## src/rtl/wb_burst_mem_ctrl.sv

```systemverilog
// Wishbone slave endpoint driving a single-port synchronous memory (1-cycle read latency).
// Supports classic cycles and registered-feedback constant/incrementing bursts with BTE wrapping.
module wb_burst_mem_ctrl #(
  parameter int Dw     = 32,
  parameter int Aw     = 32,
  parameter int SELw   = 4,
  parameter int CTIw   = 3,
  parameter int BTEw   = 2,
  parameter int MEM_AW = 10
) (
  input  logic              clk,
  input  logic              reset,
  input  logic [Aw-1:0]     sa_adr_i,
  input  logic [Dw-1:0]     sa_dat_i,
  input  logic [SELw-1:0]   sa_sel_i,
  input  logic              sa_we_i,
  input  logic              sa_cyc_i,
  input  logic              sa_stb_i,
  input  logic [CTIw-1:0]   sa_cti_i,
  input  logic [BTEw-1:0]   sa_bte_i,
  output logic [Dw-1:0]     sa_dat_o,
  output logic              sa_ack_o,
  output logic              sa_err_o,
  output logic              sa_rty_o,
  output logic [MEM_AW-1:0] mem_addr_o,
  output logic              mem_we_o,
  output logic [SELw-1:0]   mem_be_o,
  output logic [Dw-1:0]     mem_wdat_o,
  input  logic [Dw-1:0]     mem_rdat_i
);

  localparam int SelAw = $clog2(SELw);

  localparam logic [CTIw-1:0] CtiClassic = CTIw'(0);
  localparam logic [CTIw-1:0] CtiConst   = CTIw'(1);
  localparam logic [CTIw-1:0] CtiIncr    = CTIw'(2);
  localparam logic [CTIw-1:0] CtiEnd     = {CTIw{1'b1}};

  typedef enum logic [1:0] {
    IDLE   = 2'd0,
    ACTIVE = 2'd1,
    ERR    = 2'd2
  } state_e;

  state_e            state_q, state_d;
  logic [MEM_AW-1:0] beat_adr_q, beat_adr_d;
  logic [MEM_AW-1:0] word_adr, inc_adr, wrap_mask, nxt;
  logic              req, cti_reserved, cti_burst;
  logic              unused_adr_bits;

  assign req          = sa_cyc_i & sa_stb_i;
  assign word_adr     = sa_adr_i[SelAw+MEM_AW-1:SelAw];
  assign cti_burst    = (sa_cti_i == CtiConst) || (sa_cti_i == CtiIncr);
  assign cti_reserved = !((sa_cti_i == CtiClassic) || cti_burst || (sa_cti_i == CtiEnd));
  // Bits above the memory window belong to the bus decoder.
  assign unused_adr_bits = ^{sa_adr_i[Aw-1:SelAw+MEM_AW], sa_adr_i[SelAw-1:0]};

  // Wrapped bursts only advance the low bits selected by the mask.
  always_comb begin
    wrap_mask = {MEM_AW{1'b1}};
    case (sa_bte_i)
      2'b01:   wrap_mask = MEM_AW'(3);
      2'b10:   wrap_mask = MEM_AW'(7);
      2'b11:   wrap_mask = MEM_AW'(15);
      default: wrap_mask = {MEM_AW{1'b1}};
    endcase
  end

  assign inc_adr = beat_adr_q + MEM_AW'(1);
  assign nxt     = (sa_cti_i == CtiConst) ? beat_adr_q
                 : ((beat_adr_q & ~wrap_mask) | (inc_adr & wrap_mask));

  always_ff @(posedge clk or posedge reset) begin
    if (reset) begin
      state_q    <= IDLE;
      beat_adr_q <= '0;
    end else begin
      state_q    <= state_d;
      beat_adr_q <= beat_adr_d;
    end
  end

  always_comb begin
    state_d    = state_q;
    beat_adr_d = beat_adr_q;
    case (state_q)
      IDLE: begin
        if (req) begin
          if (cti_reserved) begin
            state_d = ERR;
          end else begin
            beat_adr_d = word_adr;
            state_d    = ACTIVE;
          end
        end
      end
      ACTIVE: begin
        // Anything but a continuing burst beat (end, classic, wait state, abort) ends the run.
        if (req && cti_burst) begin
          beat_adr_d = nxt;
        end else begin
          state_d = IDLE;
        end
      end
      ERR:     state_d = IDLE;
      default: state_d = IDLE;
    endcase
  end

  always_comb begin
    mem_addr_o = word_adr;
    mem_we_o   = 1'b0;
    mem_be_o   = sa_sel_i;
    mem_wdat_o = sa_dat_i;
    sa_ack_o   = 1'b0;
    sa_err_o   = 1'b0;
    sa_rty_o   = 1'b0;
    sa_dat_o   = '0;
    case (state_q)
      ACTIVE: begin
        sa_ack_o = req;
        if (sa_we_i) begin
          mem_we_o   = req;
          mem_addr_o = beat_adr_q;
        end else begin
          mem_addr_o = nxt;
          if (req) sa_dat_o = mem_rdat_i;
        end
      end
      ERR:     sa_err_o = req;
      default: ;
    endcase
  end

endmodule

```

## config.mk

```make
export PLATFORM = sky130hd
export DESIGN_NAME = wb_burst_mem_ctrl
export DESIGN_NICKNAME = d
export VERILOG_FILES = /design/src/rtl/wb_burst_mem_ctrl.sv
export SDC_FILE = /design/constraint.sdc
export NUM_CORES = 1
export LEC_CHECK = 0
export CAP_MARGIN = 20
export CORE_MARGIN = 4
export CORE_UTILIZATION = 28
export DETAILED_ROUTE_END_ITERATION = 16
export PLACE_DENSITY_LB_ADDON = 0.2
export SETUP_SLACK_MARGIN = 0.3
export SYNTH_ARGS = -nofsm -noshare
export SYNTH_HDL_FRONTEND = slang
export SYNTH_SLANG_ARGS = --single-unit
```

## constraint.sdc

```tcl
create_clock -name clk -period 1.9 [get_ports clk]
set_input_delay 0.38 -clock clk [delete_from_list [all_inputs] [get_ports clk]]
set_output_delay 0.38 -clock clk [all_outputs]
set_load 0.03 [all_outputs]
```

==> qor.csv <==
metric,value,unit
clock_skew,0.0124,ns
status,finished with violations,
violations,setup timing,
gr-total-overflow,0,
syn_inst,230,
syn_nets,343,
place_ws,-0.632,ns
tritoncts,yes,
p_seq_share,23.8,%
setup_viol,31,
start_kind,flip-flop,
drtIter0Drc,139,
finalHoldViolCount,0,
syn_to_final_growth,106,%
numCtsBuffers,3,
die_height,86.8,um
path_max_fanout,5,
comb_power_share,57.3,%
synth_edf_count,0,
worstHoldPathType,primary input to async pin,
async_reset_ff_share,100,%
critPathCaptureType,primary output,
wl_per_cell,17.5,um
intPower,0.000958,W
grt_pass1_wl,11000,um
core.rowCount,28,
worst_slack,-0.270,ns
start_util,29.2,%
yosysMostFrequentCell,buf_4,
cp.arrival,1.79,ns
drcViolationCount,0,
worst_ep_required_time,1.52,ns
p_sw,0.000586,W
worstMarginPinSlew,0.513,ns
relSlewSlack,65.4,%
clkTransAtPathRegs,0.06,ns
drt_wl_total,7260,um
ys.flop_type,dfrtp_1,
holdWs,0.458,ns
gp_congestion,0.812,
seq_area,303,um2
post-synth-top-area-cell,dfrtp_1,
p_per_area,431,nW/um2
insertion_delay,0.25,ns
grt_pass1_vias,2170,
postSynthAreaPerCell,7.55,um2
cap_violations,0,
synthDistinctLibCells,55,
ys_warn_count,0,
fin_crit,2.17,ns
final_layout_size_suffix_gt1_share,57.4,%
ys_seq_area_share,17.3,%
htree_levels,1,
multiInputGateArea,1400,um2
antenna_found_initial,0,
p_leak,1.52,nW
netlist_area,1740,um2
maxSlewViolCount,0,
nFillCells,505,
final_util,60.1,%
p_clk_share,18.9,%
cts_sinks,12,
rsz0062_at_grt,yes,
synth_top_area_share,17.3,%
gr-usage-all-layers,18.5,%
dieArea,7530,um2
fin_crit_sh,114,%
switching_share,37.9,%
path_class,flip-flop to primary output,
vias,2103,
ir_worst_vdd,0.294,mV
clockBufferDepth,2,
synth-seq-cells,12,
synth_area_leaders,"dfrtp_1 17%, buf_4 16%, and2_1 13%",
via_per_inst,5.07,
port_buffers,96,
synth_top_cells_by_count,"37 x buf_4, 36 x and2_1, 16 x nor2_1, 13 x nand2_1",
drtAntennaViolNets,0,
die_x,86.8,um
fmax,461,MHz
fin_nets,454,
grt_start_max_net_pins,13,
diodes,0,
ios,192,
dp_hpwl,5200,um
coreArea,5960,um2
dr.pass1.iters,4,
root_buffer,clkbuf_8,
## logic make-up after synthesis
family	share of synthesized area, %
AOI/OAI and AO/OA	18.9
xor gates and xnor gates	4.03
adders and majority gates	2.16
buffers and inverters	21.0
DFF	17.3
muxes	0.576
other	0.216
and+or+nand+nor	35.7
## layout by cell type (no fill, tap or decap), drive strengths merged, types with 6 or more instances in the layout
master / Yosys / routed
buf: 41 / 106
clkdlybuf4s50: 0 / 43
and2: 37 / 37
nor2: 16 / 16
nand2: 13 / 13
dfrtp: 12 / 12
a21oi: 12 / 12
inv: 10 / 10
xnor2: 7 / 7
nor3: 7 / 7
nand3: 6 / 6
nand4: 6 / 6
## area by class of cell
type / count / area share (%)
multi-input cells: 161 / 39.0
well taps: 75 / 2.62
inverters: 10 / 1.47
clock buffers: 4 / 1.54
flip-flops and latches: 12 / 8.46
repair buffers: 153 / 46.9
## per-layer routing
metal,routed length [um],up-vias,track usage (%)
li1,-,991,-
met1,2810,1002,22.2
met2,3760,96,32.5
met3,574,14,4.28
met4,121,0,5.95
met5,0,-,0
## critical path: stages (launching register included)
cell	delay [ns]
dfrtp_1	0.36
buf_6	0.12
nand4_1	0.18
buf_4	0.20
nor4_4	0.31
nand2_1	0.09
nand4_1	0.14
buf_6	0.15
## worst paths after layout
check | start | endpoint | slack (ns) | cells past startpoint
setup / recovery | beat_adr_q[0]$_DFFE_PP0P_ | mem_addr_o[9] | -0.27 | 7
hold reg to reg | beat_adr_q[5]$_DFFE_PP0P_ | beat_adr_q[5]$_DFFE_PP0P_ | 0.60 | 1
hold / removal | reset | beat_adr_q[5]$_DFFE_PP0P_ | 0.46 | 2
min in group clk | beat_adr_q[5]$_DFFE_PP0P_ | beat_adr_q[5]$_DFFE_PP0P_ | 0.60 | 1
setup reg to reg | beat_adr_q[2]$_DFFE_PP0P_ | beat_adr_q[6]$_DFFE_PP0P_ | 0.16 | 5
max in group asynchronous | reset | state_q[0]$_DFFE_PP0P_ | 1.06 | 2
## repair_timing
| action | CTS | global route |
|---|---|---|
| endpoints found under the setup margin | 56 | 52 |
| setup buffers | 13 | 6 |
| hold buffers | 0 | 0 |
| pin swaps | 48 | 16 |
| resized for setup | 107 | 19 |
| cloned | 5 | 0 |
## sequential cells by signal, indices dropped and copies added, names as in the netlist
| name | cells |
|---|---|
| state_q | 2 |
| beat_adr_q | 10 |
## stage by stage
step                TNS, ns  power (W)  cell area, um2  std cells
global placement     -13.67    0.00107            2850        387
floorplan                 0   0.000890            1950        230
detailed placement   -14.23    0.00108            2850        387
finish                -2.19    0.00154            3580        415
global route          -5.49    0.00163            3580        415
CTS                   -2.18    0.00148            3470        409
## power by group through the flow
stage,Clock (W),Combinational [W],Sequential (W)
final,0.000292,0.000884,0.000367
after detailed placement,0,0.000712,0.000364
after global routing,0.000313,0.000944,0.000373
after floorplan,0,0.000524,0.000366
after global placement,0,0.000712,0.000363
after CTS,0.000293,0.000818,0.000364
Power figures use the tool's default switching activity.
